## src/rtl/prog_loader.sv

```systemverilog
`default_nettype none
// ============================================================================
// Module      : prog_loader
// Description : Loads a fixed-size instruction memory over a valid/ready
//               write port and serves it to a processor once loaded.
// Revision    : 1.0 - initial release
// ============================================================================
module prog_loader #(
    parameter int DEPTH = 4,
    parameter int WIDTH = 2,
    localparam int AW   = (DEPTH > 1) ? $clog2(DEPTH) : 1
) (
    input  logic             clk,
    input  logic             rst,
    input  logic             start,
    input  logic             wr_valid,
    input  logic [WIDTH-1:0] wr_data,
    output logic             wr_ready,
    output logic [AW-1:0]    wr_addr,
    input  logic [AW-1:0]    rd_addr,
    output logic [WIDTH-1:0] rd_data,
    output logic             run,
    output logic             load_done,
    output logic             err
);

    // Memory covers the whole address space so any rd_addr reads a defined HLT.
    localparam int               NENT   = 1 << AW;
    localparam logic [AW-1:0]    c_last = AW'(DEPTH - 1);
    localparam logic [WIDTH-1:0] c_hlt  = WIDTH'(2);

    typedef enum logic [1:0] {
        S_IDLE = 2'd0,
        S_LOAD = 2'd1,
        S_FILL = 2'd2,
        S_RUN  = 2'd3
    } state_t;

    state_t           r_state;
    state_t           w_state_next;

    logic [WIDTH-1:0] r_mem [NENT];
    logic [AW-1:0]    r_wr_addr;
    logic [AW-1:0]    w_addr_inc;
    logic             r_err;
    logic             r_load_done;

    logic             w_last;
    logic             w_ends;
    logic             w_illegal;
    logic             w_we;
    logic             w_clr;
    logic             w_err_set;
    logic [WIDTH-1:0] w_wdata;

    assign w_last     = (r_wr_addr == c_last);
    assign w_addr_inc = w_last ? '0 : r_wr_addr + 1'b1;
    // Opcode bit 1 set means HLT (10) or the illegal 11, both end the session.
    assign w_ends     = wr_data[1];
    assign w_illegal  = (wr_data[1:0] == 2'b11);

    always_ff @(posedge clk or negedge rst) begin
        if (!rst) begin
            r_state <= S_IDLE;
        end else begin
            r_state <= w_state_next;
        end
    end

    always_comb begin
        w_state_next = r_state;
        wr_ready     = 1'b0;
        w_we         = 1'b0;
        w_clr        = 1'b0;
        w_err_set    = 1'b0;
        w_wdata      = c_hlt;
        case (r_state)
            S_IDLE: begin
                if (start) begin
                    w_state_next = S_LOAD;
                    w_clr        = 1'b1;
                end
            end
            S_LOAD: begin
                wr_ready = 1'b1;
                if (wr_valid) begin
                    w_we      = 1'b1;
                    w_wdata   = w_ends ? c_hlt : wr_data;
                    w_err_set = w_illegal;
                    if (w_last) begin
                        w_state_next = S_RUN;
                    end else if (w_ends) begin
                        w_state_next = S_FILL;
                    end
                end
            end
            S_FILL: begin
                w_we = 1'b1;
                if (w_last) begin
                    w_state_next = S_RUN;
                end
            end
            S_RUN: begin
                if (start) begin
                    w_state_next = S_LOAD;
                    w_clr        = 1'b1;
                end
            end
            default: begin
                w_state_next = S_IDLE;
            end
        endcase
    end

    always_ff @(posedge clk or negedge rst) begin
        if (!rst) begin
            r_wr_addr   <= '0;
            r_err       <= 1'b0;
            r_load_done <= 1'b0;
        end else begin
            r_load_done <= (w_state_next == S_RUN) && (r_state != S_RUN);
            if (w_clr) begin
                r_wr_addr <= '0;
                r_err     <= 1'b0;
            end else begin
                if (w_we) begin
                    r_wr_addr <= w_addr_inc;
                end
                if (w_err_set) begin
                    r_err <= 1'b1;
                end
            end
        end
    end

    always_ff @(posedge clk or negedge rst) begin
        if (!rst) begin
            for (int i = 0; i < NENT; i++) begin
                r_mem[i] <= c_hlt;
            end
        end else if (w_we) begin
            r_mem[r_wr_addr] <= w_wdata;
        end
    end

    assign run       = (r_state == S_RUN);
    assign wr_addr   = r_wr_addr;
    assign err       = r_err;
    assign load_done = r_load_done;
    // Processor sees HLT until the program is complete.
    assign rd_data   = run ? r_mem[rd_addr] : c_hlt;

endmodule
`default_nettype wire

```

## config.mk

```make
export PLATFORM = sky130hd
export DESIGN_NAME = prog_loader
export DESIGN_NICKNAME = d
export VERILOG_FILES = /design/src/rtl/prog_loader.sv
export SDC_FILE = /design/constraint.sdc
export NUM_CORES = 1
export LEC_CHECK = 0
export BUFFER_PORTS_ARGS = -buffer_cell sky130_fd_sc_hd__clkbuf_2
export CORE_MARGIN = 5
export CORE_UTILIZATION = 52
export DETAILED_ROUTE_END_ITERATION = 10
export GPL_ROUTABILITY_DRIVEN = 0
export PLACE_DENSITY = 0.76
export SYNTH_ARGS = -nofsm -noshare
export SYNTH_HDL_FRONTEND = slang
export SYNTH_SLANG_ARGS = --single-unit
```

## constraint.sdc

```tcl
create_clock -name clk -period 1.9 [get_ports clk]
set_input_delay 0.19 -clock clk [delete_from_list [all_inputs] [get_ports clk]]
set_output_delay 0.19 -clock clk [all_outputs]
set_load 0.02 [all_outputs]
```

==> out/results.tsv <==
stage	metric	value	unit
setup_path	critPathSlowestCell	ha_1	
cts	cts_inserted_buffers	3	
finish	fin_util	63.4	%
setup_path	cp.arrival	1.90	ns
route	num_vias	603	
die	initial_core_util	54.7	%
synthesis	synth.yosys.seq_area_share	43.2	%
finish	drive_gt1_share	37.2	%
placement	post-dp-hpwl	1240	um
synthesis	synth.distinct_cells	27	
die	core-area	1510	um^2
sta	slew_headroom	73.9	%
global_route	grt_pass1_vias	653	
status	status	completed	
synthesis	syn_inst	66	
setup_path	cp_slowest_stage_delay	0.46	ns
die	die_y	49.8	um
finish	finalNetCount	102	
setup_path	cp_cell_sequence	inv_1 -> ha_1 -> nor3b_2 -> mux2_1	
cts	insertion_delay	0.27	ns
finish	num_antenna_cells	0	
setup_path	cp-start-kind	flip-flop	
route	routed_via_density	5.91	
synthesis	yosysMostFrequentCell	dfrtp_1	
setup_path	critical_path_class	reg -> reg	
sta	rsz0062_at_grt	no	
synthesis	synth_seq_cells	14	
cts	cts_tree	built	
global_route	grt_pass1_wl	2840	um
synthesis	synth_top_cells_by_count	10 x dfrtp_1, 7 x ha_1, 6 x inv_1, 6 x mux2_1	
sta	setup_slack	0.152	ns
worst_hold_path	whs_path_depth	2	
sta	setup_viol	0	
placement	pre_cts_slack	0.168	ns
synthesis	synth-edff-count	0	
cts	clk_path_buf_depth	2	
global_route	antenna_found_initial	0	
die	num_rows	14	
flow_run	maxCapViolations	0	
global_route	grt-ovfl-total	0	
synthesis	synthFlopType	dfrtp_1	
sta	hold_viol_final	0	
synthesis	syn_nets	81	
sta	fin_worst_skew	0.00726	ns
route	wl_per_cell	15.6	um
sta	fin_tns_setup	0	ns
global_route	grt_start_max_net_pins	15	
synthesis	synth_top_area_share	30.4	%
placement	numPortBuffers	15	
setup_path	rr_worst_depth	4	
cts	htreeDepth	1	
power_and_ir_drop	powerDensity	1430	nW/um^2
synthesis	ys.warnings.count	0	
power_and_ir_drop	p_leak	0.432	nW
finish	syn_to_final_growth	16.0	%
sta	finalMaxSlewViolations	0	
synthesis	netlist_area	823	um^2
sta	clock.fmax	572	MHz
die	dieArea	2480	um^2
setup_path	cp_max_fo	12	
synthesis	ys_top_cells_by_area	dfrtp_1 30%, dfstp_2 13%, ha_1 11%, mux2_1 8.2%, nor3b_2 6.1%	
route	wirelength	1590	um
global_route	grt_use_total	14.7	%
placement	dpl_cell_area	918	um^2
cts	cts_root_buf	clkbuf_4	
cts	cts_sinks	14	
cts	clk_pin_slew_worst_paths	0.09	ns
sta	whs	0.134	ns
synthesis	synth.largest_area_cell	dfrtp_1	
cts	post-cts-setup-buffers	0	
power_and_ir_drop	ir_drop	0.000818	V
route	drtAntennaViolNets	0	
sta	layout_min_cycle_time	1.75	ns
finish	final_area	955	um^2
worst_hold_path	hold_class	in -> reg	
synthesis	syn_area_per_cell	12.5	um^2
route	dr.pass1.iters	4	
route	drc	0	
die	pin_count	16	
sta	post-route-period-util	92.0	%
sta	worstMarginPinSlew	0.392	ns
setup_path	required	2.05	ns
die	die_w	49.8	um
synthesis	synthArstFlopShare	100	%
cts	post_cts_resized	0	
route	drt_iter0_drc	18	
setup_path	endpoint_kind	flip-flop	
-- where the power goes --
group          total (mW)  internal [mW]  switching [mW]
Combinational       0.705          0.272           0.433
Sequential          0.487          0.410          0.0773
Clock               0.170         0.0811          0.0890
-- worst max-delay path, delay by kind of cell, from the launching register on --
family	cells	cell delay, ns
fa+ha+maj	1	0.46
flops	1	0.44
mux	1	0.35
simple gates	1	0.32
buf+inv	1	0.07
-- stage by stage --
step | std cells | power [mW]
2_1_floorplan | 66 | 1.03
3_3_place_gp | 97 | 1.17
3_5_place_dp | 97 | 1.19
4_1_cts | 102 | 1.37
5_1_grt | 102 | 1.47
6_report | 102 | 1.36
-- cell families (layout without fill, tap and decap cells) --
group           after synthesis  in the layout  share of synthesized area [%]
compound gates               13             13                           12.2
flops                        14             14                           43.2
buf+inv                       7             27                           3.65
fa+ha+maj                     7              7                           10.6
mux                          10             10                           16.4
simple gates                 15             15                           14.0
-- final timing paths --
path | startpoint | to | slack, ns
min in group asynchronous | rst | r_state[1] | 0.35
worst max-delay path | r_state[0] | r_mem[0] | 0.15
worst max register to register | r_state[0] | r_mem[0] | 0.15
max in group asynchronous | rst | r_mem[1] | 1.24
worst min register to register | r_mem[0] | r_mem[0] | 0.50
worst min-delay path | start | err | 0.13
-- placed cells by master (no fill, tap or decap), types with 3 or more instances in the layout --
master,count
clkbuf_2,15
clkbuf_4,3
dfrtp_1,10
dfstp_2,4
ha_1,7
inv_1,6
mux2_1,6
nand2_1,3
nor3b_2,4
o21ai_0,3
-- timing repair --
action,CTS,global route
endpoints found under the hold margin,10,0
hold buffers,1,0
endpoints found under the setup margin,0,0
-- cell type report --
class	count	area, um^2
Fill cell	133	552
Multi-Input combinational cell	45	438
Clock buffer	4	26.3
Inverter	6	22.5
Tap cell	16	20.0
Sequential cell	14	355
Timing Repair Buffer	17	92.6
-- routing by layer --
layer / track usage [%] / vias to the layer above / share of wire, %
met1: 17.6 / 294 / 42
met5: 0 / - / 0
met4: 6.55 / 0 / 1.4
met2: 24.4 / 23 / 50
met3: 3.92 / 2 / 6.4
li1: - / 284 / -
-- registers in the layout, summed over array words and instances, names as in the netlist --
register	cells
r_state	2
wr_addr	2
err	1
load_done	1
r_mem	8
Power figures use the tool's default switching activity.
